===== config.mk =====
export PLATFORM = sky130hd
export DESIGN_NAME = uart_serdes
export DESIGN_NICKNAME = d
export VERILOG_FILES = /design/src/rtl/uart_serdes.sv
export SDC_FILE = /design/constraint.sdc
export NUM_CORES = 1
export LEC_CHECK = 0
export CAP_MARGIN = 15
export CORE_AREA = 3 3 73 75
export DETAILED_ROUTE_END_ITERATION = 10
export DIE_AREA = 0 0 76 78
export PLACE_DENSITY = 0.84
export SLEW_MARGIN = 10
export SYNTH_ARGS = -nofsm -noshare
export SYNTH_HDL_FRONTEND = slang
export SYNTH_SLANG_ARGS = --single-unit

===== constraint.sdc =====
create_clock -name clk -period 2.4 [get_ports clk]
set_input_delay 0.6 -clock clk [delete_from_list [all_inputs] [get_ports clk]]
set_output_delay 0.6 -clock clk [all_outputs]
set_load 0.01 [all_outputs]

===== src/rtl/uart_serdes.sv =====
// uart_serdes: single-clock 8N1 serial transmitter/receiver for the PDP-8
// console (TT) controller.
//
// Bit timing comes from tick enables generated by an external baud-rate
// generator. The enables are sampled in the clk domain, so there is no
// second clock domain in this block.
//
// Ports
//   clk, reset         system clock; synchronous active-high reset
//   tx_clk             one-clk enable, once per bit period
//   tx_req/tx_ack      level handshake from the TTO state machine
//   tx_data            character to send; valid while tx_req=1
//   tx_empty           holding register empty and shifter idle (registered)
//   tx_out             serial line out; idles high
//   rx_clk             one-clk enable, OVERSAMPLE per bit period
//   rx_in              asynchronous serial line in
//   rx_req/rx_ack      level handshake from the TTI state machine
//   rx_data            last received character
//   rx_empty           low while an unread character is held
//   rx_frame_err       one-clk pulse when a stop bit is sampled low
//   rx_overrun         one-clk pulse when an unread character is overwritten
module uart_serdes #(
  parameter int DATA_BITS  = 8,
  parameter int OVERSAMPLE = 16
) (
  input  logic                 clk,
  input  logic                 reset,
  input  logic                 tx_clk,
  input  logic                 tx_req,
  input  logic [DATA_BITS-1:0] tx_data,
  output logic                 tx_ack,
  output logic                 tx_empty,
  output logic                 tx_out,
  input  logic                 rx_clk,
  input  logic                 rx_in,
  input  logic                 rx_req,
  output logic                 rx_ack,
  output logic [DATA_BITS-1:0] rx_data,
  output logic                 rx_empty,
  output logic                 rx_frame_err,
  output logic                 rx_overrun
);

  localparam int BW = $clog2(DATA_BITS + 1);
  localparam int CW = $clog2(OVERSAMPLE);
  localparam logic [BW-1:0] BIT_LAST = BW'(DATA_BITS - 1);
  localparam logic [CW-1:0] OS_LAST  = CW'(OVERSAMPLE - 1);
  localparam logic [CW-1:0] OS_HALF  = CW'(OVERSAMPLE / 2 - 1);

  // ---------------------------------------------------------------- TX side
  typedef enum logic [1:0] {TX_IDLE, TX_START, TX_DATA, TX_STOP} tx_state_t;

  tx_state_t            tx_state, tx_state_nx;
  logic [DATA_BITS-1:0] tx_hold;
  logic [DATA_BITS-1:0] tx_shift, tx_shift_nx;
  logic [BW-1:0]        tx_bit, tx_bit_nx;
  logic                 tx_full;
  logic                 tx_out_nx;
  logic                 tx_take;
  logic                 tx_accept;

  assign tx_accept = tx_req && !tx_ack && !tx_full;

  // Handshake and holding register; tx_accept and tx_take are mutually
  // exclusive because one needs the holding register empty, the other full.
  always_ff @(posedge clk) begin
    if (reset) begin
      tx_ack   <= 1'b0;
      tx_full  <= 1'b0;
      tx_empty <= 1'b1;
    end else begin
      if (!tx_req)        tx_ack <= 1'b0;
      else if (tx_accept) tx_ack <= 1'b1;
      if (tx_accept)      tx_full <= 1'b1;
      else if (tx_take)   tx_full <= 1'b0;
      tx_empty <= !tx_full && (tx_state == TX_IDLE);
    end
  end

  always_ff @(posedge clk) begin
    if (tx_accept) tx_hold <= tx_data;
  end

  always_ff @(posedge clk) begin
    if (reset) begin
      tx_state <= TX_IDLE;
      tx_bit   <= '0;
      tx_out   <= 1'b1;
    end else begin
      tx_state <= tx_state_nx;
      tx_bit   <= tx_bit_nx;
      tx_out   <= tx_out_nx;
    end
  end

  always_ff @(posedge clk) begin
    tx_shift <= tx_shift_nx;
  end

  // tx_out is registered and set on the same tick as the state change, so
  // each line level lasts exactly one tx_clk period.
  always_comb begin
    tx_state_nx = tx_state;
    tx_shift_nx = tx_shift;
    tx_bit_nx   = tx_bit;
    tx_out_nx   = tx_out;
    tx_take     = 1'b0;
    if (tx_clk) begin
      case (tx_state)
        TX_IDLE: begin
          if (tx_full) begin
            tx_take     = 1'b1;
            tx_shift_nx = tx_hold;
            tx_out_nx   = 1'b0;
            tx_state_nx = TX_START;
          end
        end
        TX_START: begin
          tx_out_nx   = tx_shift[0];
          tx_shift_nx = tx_shift >> 1;
          tx_bit_nx   = '0;
          tx_state_nx = TX_DATA;
        end
        TX_DATA: begin
          if (tx_bit == BIT_LAST) begin
            tx_out_nx   = 1'b1;
            tx_state_nx = TX_STOP;
          end else begin
            tx_out_nx   = tx_shift[0];
            tx_shift_nx = tx_shift >> 1;
            tx_bit_nx   = tx_bit + BW'(1);
          end
        end
        TX_STOP: begin
          // A waiting character starts right at the end of the stop bit so
          // back-to-back characters have no idle gap on the line.
          if (tx_full) begin
            tx_take     = 1'b1;
            tx_shift_nx = tx_hold;
            tx_out_nx   = 1'b0;
            tx_state_nx = TX_START;
          end else begin
            tx_state_nx = TX_IDLE;
          end
        end
        default: tx_state_nx = TX_IDLE;
      endcase
    end
  end

  // ---------------------------------------------------------------- RX side
  typedef enum logic [2:0] {RX_IDLE, RX_START, RX_DATA, RX_STOP, RX_WAITHI} rx_state_t;

  rx_state_t            rx_state, rx_state_nx;
  logic                 sync_p0, sync_p1;
  logic                 rx_line;
  logic [CW-1:0]        rx_cnt, rx_cnt_nx;
  logic [BW-1:0]        rx_bit, rx_bit_nx;
  logic [DATA_BITS-1:0] rx_shift, rx_shift_nx;
  logic                 rx_done;
  logic                 rx_ferr;
  logic                 rx_read;

  // Two-flop synchronizer stage boundary; loads idle-high on reset.
  always_ff @(posedge clk) begin
    if (reset) begin
      sync_p0 <= 1'b1;
      sync_p1 <= 1'b1;
    end else begin
      sync_p0 <= rx_in;
      sync_p1 <= sync_p0;
    end
  end

  assign rx_line = sync_p1;

  always_ff @(posedge clk) begin
    if (reset) begin
      rx_state <= RX_IDLE;
      rx_cnt   <= '0;
      rx_bit   <= '0;
    end else begin
      rx_state <= rx_state_nx;
      rx_cnt   <= rx_cnt_nx;
      rx_bit   <= rx_bit_nx;
    end
  end

  always_ff @(posedge clk) begin
    rx_shift <= rx_shift_nx;
  end

  // The start bit is re-checked half a bit after the falling edge; from then
  // on every OVERSAMPLE ticks lands in the middle of the next bit.
  always_comb begin
    rx_state_nx = rx_state;
    rx_cnt_nx   = rx_cnt;
    rx_bit_nx   = rx_bit;
    rx_shift_nx = rx_shift;
    rx_done     = 1'b0;
    rx_ferr     = 1'b0;
    if (rx_clk) begin
      case (rx_state)
        RX_IDLE: begin
          if (!rx_line) begin
            rx_cnt_nx   = '0;
            rx_state_nx = RX_START;
          end
        end
        RX_START: begin
          if (rx_cnt == OS_HALF) begin
            rx_cnt_nx = '0;
            rx_bit_nx = '0;
            rx_state_nx = rx_line ? RX_IDLE : RX_DATA;
          end else begin
            rx_cnt_nx = rx_cnt + CW'(1);
          end
        end
        RX_DATA: begin
          if (rx_cnt == OS_LAST) begin
            rx_cnt_nx   = '0;
            rx_shift_nx = {rx_line, rx_shift[DATA_BITS-1:1]};
            if (rx_bit == BIT_LAST) rx_state_nx = RX_STOP;
            else                    rx_bit_nx   = rx_bit + BW'(1);
          end else begin
            rx_cnt_nx = rx_cnt + CW'(1);
          end
        end
        RX_STOP: begin
          if (rx_cnt == OS_LAST) begin
            rx_cnt_nx = '0;
            if (rx_line) begin
              rx_done     = 1'b1;
              rx_state_nx = RX_IDLE;
            end else begin
              rx_ferr     = 1'b1;
              rx_state_nx = RX_WAITHI;
            end
          end else begin
            rx_cnt_nx = rx_cnt + CW'(1);
          end
        end
        RX_WAITHI: begin
          // Hold off until the line returns high so a break is one error,
          // not a stream of false frames.
          if (rx_line) rx_state_nx = RX_IDLE;
        end
        default: rx_state_nx = RX_IDLE;
      endcase
    end
  end

  assign rx_read = rx_req && !rx_empty && !rx_ack;

  // A completing character takes priority over a read in the same clk; the
  // read stays pending and is acked one clk later with the new character.
  always_ff @(posedge clk) begin
    if (reset) begin
      rx_ack       <= 1'b0;
      rx_empty     <= 1'b1;
      rx_data      <= '0;
      rx_frame_err <= 1'b0;
      rx_overrun   <= 1'b0;
    end else begin
      rx_frame_err <= rx_ferr;
      rx_overrun   <= rx_done && !rx_empty;
      if (rx_done) begin
        rx_data  <= rx_shift;
        rx_empty <= 1'b0;
      end else if (rx_read) begin
        rx_ack   <= 1'b1;
        rx_empty <= 1'b1;
      end
      if (!rx_req) rx_ack <= 1'b0;
    end
  end

endmodule


==> flow_summary.toml <==
[pwr]
peakVddDrop_mv = 0.426
p_per_area_nw_per_um2 = 687
p_comb_share_pct = 8.4
power.leakage_nw = 1.11
seqPwrFrac_pct = 51.3
swShare_pct = 22.0
p_sw_mw = 0.474
power.internal_mw = 1.67
power_mw = 2.15
clkPwrFrac_pct = 40.3

[critical_path]
critPathSlowestCell = "ha_1"
critical_path_class = "reg -> reg"
endpoint_kind = "register"
r2r_cells = 5
critPathLaunchType = "register"
critPathRequiredTime_ns = 2.43
crit_start = "tx_state[1]"
critPathCapture = "tx_shift[3]"
rrSetupSlack_ns = 0.42
path_cells = "inv_1 -> ha_1 -> o21ai_0 -> a21oi_1 -> buf_4"
critPathMaxStageDelay_ns = 0.55
r2r-end = "tx_shift[3]"
r2r_start = "tx_state[1]"
arrival_ns = 2.01
worstPathMaxFanout = 11

[timing]
slew-limit-headroom_pct = 71.1
slew_viol_final = 0
tightestPinTransition_ns = 0.430
hold_viol_final = 0
rsz0062_at_grt = "no"
setup_violations = 0
post-route-period-util_pct = 82.3
finalSetupTns_ns = 0
fmax_mhz = 506
min_period_ns = 1.98
finalClockSkew_ns = 0.00464

[synth]
synth_seq_cells = 59
yosysSeqAreaShare_pct = 55.7
synth.distinct_cells = 52
synthCells = 229
synth-main-ff-cell = "dfxtp_1"
synth_area_sq_um = 2550
synth_fp_nets = 253
synth-edff-count = 24
ys.warnings.count = 0
syn_area_per_cell_sq_um = 11.2
synthArstFlopShare_pct = 0

[cells_and_area]
layout_common_cells = "35 x dfxtp_1, 29 x clkdlybuf4s50_1, 24 x edfxtp_1"
fin_nets = 292
drive_gt1_share_pct = 15.0
num_antenna_cells = 0
area_delta_synth_final_pct = 22.5
layout_commonest_cell = "dfxtp_1"
final_core_util_pct = 66.2

[global_route]
grt_usage_pct = 17.2
met3_usage_pct = 5.34
grt_max_degree = 14
first_global_vias = 1775
grt.busiest_layer = "met2"
gr-usage-met1_pct = 19.7
gr-total-overflow = 0
grt_antenna_before_repair = 0
grt_pass1_wl_um = 7960
grt_use_met2_pct = 28.7

[clock_network]
cts_repair_resize_count = 0
cts_max_level = 3
cts_root_buffer = "clkbuf_8"
clk_path_buf_depth = 2
clock_sinks = 59
cts_tree = "yes"
cts_hold_buffers = 0
clk_latency_ns = 0.33
cts_made_buffers = 9
post_cts_buffers = 0
path_clk_slew_ns = 0.07

[floorplan]
io_pins = 30
rows = 25
die_h_um = 78
start_util_pct = 54.1
die_w_um = 76
die_area_sq_um = 5930
core_sq_um = 4720

[place]
dp_hpwl_um = 3220
gp_congestion = 0.880
port_buffers = 29

[hold_path]
hold_start = "sync_p0"
min_path_cells = 1
min_path_type = "reg -> reg"

[detailed_routing]
ant_nets = 0
via_count = 1837
drtIter0Drc = 62
drc = 0
wire_per_inst_um = 13.8
viasPerCell = 5.40
drt_pass1_iterations = 4
drt-total-wl_um = 4680

[job]
drv_cap = 0

[status]
outcome = "complete, no violations"
==> power groups by stage <==
stage	Clock [mW]	Combinational [mW]	Sequential (mW)
floorplan	0	0.114	1.12
global placement	0	0.173	1.12
detailed placement	0	0.179	1.12
CTS	0.893	0.182	1.10
global route	0.938	0.199	1.10
finish	0.867	0.180	1.10
==> layer usage <==
metal  share of wire (%)  wire length [um]  vias up
met4                 1.3                62        0
met5                   0                 0        -
met2                  51              2400       43
met3                 4.0               188        8
met1                  43              2030      878
li1                    -                 -      908
==> stage by stage <==
stage	std cells	hold WS, ns	cell area, sq um	setup slack [ns]
6_report	340	0.408	3130	0.424
4_1_cts	340	0.413	3130	0.418
3_5_place_dp	324	0.399	2940	0.185
3_3_place_gp	324	0.397	2940	0.250
5_1_grt	340	0.420	3130	0.309
2_1_floorplan	229	0.389	2550	0.335
==> final cells by class <==
cell class / instances / area (sq um)
Fill cell: 359 / 1600
Sequential cell: 59 / 1420
Multi-Input combinational cell: 149 / 1030
Timing Repair Buffer: 38 / 358
Clock buffer: 10 / 138
Tap cell: 67 / 83.8
Clock inverter: 6 / 55.1
Inverter: 11 / 41.3
==> sequential cells by signal, summed over array words and instances (netlist names), 2 cells and up <==
| name | cells |
|---|---|
| tx_hold | 8 |
| tx_shift | 8 |
| tx_state | 2 |
| rx_bit | 4 |
| rx_shift | 8 |
| rx_cnt | 4 |
| rx_state | 3 |
| tx_bit | 4 |
| rx_data | 8 |
==> how the worst min path moves through the flow <==
| stage | to |
|---|---|
| after floorplan | rx_line |
| after global placement | rx_line |
| after detailed placement | rx_line |
| after CTS | rx_line |
| after global routing | rx_line |
| final | rx_line |
==> cell usage after synthesis, drive strengths merged (2+ instances only) <==
cell type  instances  area, sq um
or2                3         21.3
inv               11         41.3
nand3b             2         15.0
a21oi             13         65.1
or4                2         15.0
xor2               2         17.5
nor3               5         25.0
nor4               2         18.8
a221oi             2         23.8
clkbuf             5         20.0
buf                5         40.0
xnor2              2         17.5
dfxtp             35          701
nor2              21         78.8
nor2b              3         18.8
a31oi              2         12.5
nand3              6         30.0
and3b              2         17.5
mux2               8         93.8
and2               2         12.5
mux2i             10          100
nor3b              4         30.0
a211oi             3         22.5
ha                 9          113
o211a              2         27.5
nand2             13         48.8
nand2b             3         18.8
edfxtp            24          721
o21ai             15         75.1
==> critical path: cells and delay by family (launching register included) <==
family / cells / cell delay (ns)
adders and majority gates: 1 / 0.55
DFF: 1 / 0.42
AOI/OAI and AO/OA: 2 / 0.37
buffers and inverters: 2 / 0.33
==> cells by family after synthesis <==
group / share of synthesized area [%]
mux: 7.59
xor+xnor: 1.37
flops: 55.7
compound gates: 11.8
simple gates: 15.2
buf+inv: 3.97
fa+ha+maj: 4.41
No activity file was read; power rests on OpenSTA's default activity.
==> RTL edit (same settings) <==
`DATA_BITS`: 8 -> 4.
--- a/src/rtl/uart_serdes.sv
+++ b/src/rtl/uart_serdes.sv
@@ -20,7 +20,7 @@
 //   rx_frame_err       one-clk pulse when a stop bit is sampled low
 //   rx_overrun         one-clk pulse when an unread character is overwritten
 module uart_serdes #(
-  parameter int DATA_BITS  = 8,
+  parameter int DATA_BITS  = 4,
   parameter int OVERSAMPLE = 16
 ) (
   input  logic                 clk,
Ports: changed (resized rx_data and tx_data); port bits go from 30 to 22. The function was not compared with the original's and may differ.
==> RTL edit against the original RTL <==
Setup slack better by 48 ps. Critical endpoint is now rx_cnt[3]. Largest cell class unchanged. Total power down 31%. Synthesized area down 26%. Sequential cell count down 18. Sequential share of layout area down 4.3 points. Final area down 27%. Via count down 23%. Routed wire length down 29%.
==> RTL edit: results (changes against the original RTL) <==
dpl.hpwl_mm: 2.42  # -25%
run_status: "complete, no violations"
syn_nets: 202  # -20%
synth.distinct_cells: 48  # -7.7%
h-tree-depth: 2  # -1
synthTopCellsByArea: "dfxtp_1 31%, edfxtp_1 19%, ha_1 7.3%, mux2i_1 3.7%, o21ai_0 2.4%"
routed-via-count: 1409  # -23%
clk_pin_slew_ps: 80
crit_fanout: 6  # -5
track_usage_pct: 12.4  # -4.8 points
routed_via_density: 5.14  # -4.8%
dp_cells: 266  # -18%
crit_slowest_cell: "or4b_1"
p_leak_nw: 0.846  # -24%
drive_above_1_share_pct: 10.6  # -4.4 points
cp_top_family: "simple AND/OR/NAND/NOR gates"
ys_warn_count: 0  # unchanged
slowest_delay_ps: 500  # -50 ps
clock_skew_ps: 5.09  # +0.450 ps
avgSynthCellArea_um2: 10.5  # -5.7%
hold_class: "reg -> reg"
ctsResizeCount: 0  # unchanged
gp_congestion: 0.816  # -7.3%
final_nets: 228  # -22%
wl_mm: 3.32  # -29%
grt_pass1_wl_mm: 6.00  # -25%
max_slew_margin_pct: 68.2  # -2.8 points
worstPathArrival_ps: 2150  # +140 ps
synth_edf_count: 12  # -50%
grt_max_degree: 15  # +1
final_common_cell: "dfxtp_1"
yosysTopAreaCell: "dfxtp_1"
synthArstFlopShare_pct: 0  # unchanged
cts-root-buf: "clkbuf_8"
clk-insertion-delay-late_ps: 290  # -40 ps
vdd_drop_max_uv: 204  # -52%
synth_seq_area_share_pct: 49.7  # -6.0 points
cts_buffers: 5  # -4
io_buffers: 21  # -28%
nFillCells: 438  # +22%
drtIter0Drc: 97  # +56%
netlist_top_cells_count: "29 x dfxtp_1, 12 x edfxtp_1, 11 x ha_1, 11 x nand2_1, 11 x nor2_1"
dpl_cell_area_um2: 2180  # -26%
[RTL edit: changes by cell type after synthesis, moves of 3 or more]
cell,delta
nor2_1,-10
nor2b_1,+3
inv_1,-4
nand2b_1,+3
mux2_2,-4
mux2i_1,-3
dfxtp_1,-6
a22oi_1,+3
edfxtp_1,-12
a21oi_1,-6
nand3_1,-5
o21ai_0,-5
and3_1,+3
[RTL edit: metal layers]
| layer | part of all wire [%] | track usage, % |
|---|---|---|
| met1 | 46 | 14.4 |
| met5 | 0 | 0 |
| met4 | 2.2 | 7.07 |
| met3 | 3.3 | 2.78 |
| met2 | 48 | 21.2 |
[RTL edit: worst paths after layout]
| check | from | to | slack [ps] | depth (start not counted) |
|---|---|---|---|---|
| worst max-delay path | rx_clk | rx_cnt[3] | 470 | 5 |
| worst min-delay path | sync_p0 | rx_line | 410 | 1 |
| worst min register to register | sync_p0 | rx_line | 410 | 1 |
| worst max register to register | tx_state[0] | tx_shift[2] | 560 | 4 |
[RTL edit: where the power goes]
group,leakage [nW],switching (mW),total (mW),internal [mW]
Sequential,0.346,0.0326,0.776,0.744
Clock,0.0518,0.231,0.537,0.306
Combinational,0.448,0.0839,0.179,0.0949
Total,0.846,0.348,1.49,1.14
[RTL edit: layout make-up]
type / count / share of cell area [%]
clock buffers: 5 / 3.01
multi-input cells: 124 / 38.2
flip-flops and latches: 41 / 41.1
inverters: 8 / 1.31
well taps: 67 / 3.67
repair buffers: 26 / 10.8
clock inverters: 3 / 1.81
[RTL edit: cells by family after synthesis]
kind of cell / synth area share [%]
AND/OR/NAND/NOR: 18.9
flip-flops: 49.7
AO/OA/AOI/OAI: 13.6
buffers and inverters: 4.10
adder cells (fa/ha/maj): 7.27
multiplexers: 5.49
XOR/XNOR: 0.925
[RTL edit: through the flow]
| stage | utilization, % | worst slack, ps |
|---|---|---|
| 2_1_floorplan | - | 708 |
| 3_3_place_gp | 46.1 | 209 |
| 3_5_place_dp | 46.1 | 171 |
| 4_1_cts | 48.4 | 476 |
| 5_1_grt | 48.4 | 388 |
| 6_report | 48.4 | 473 |
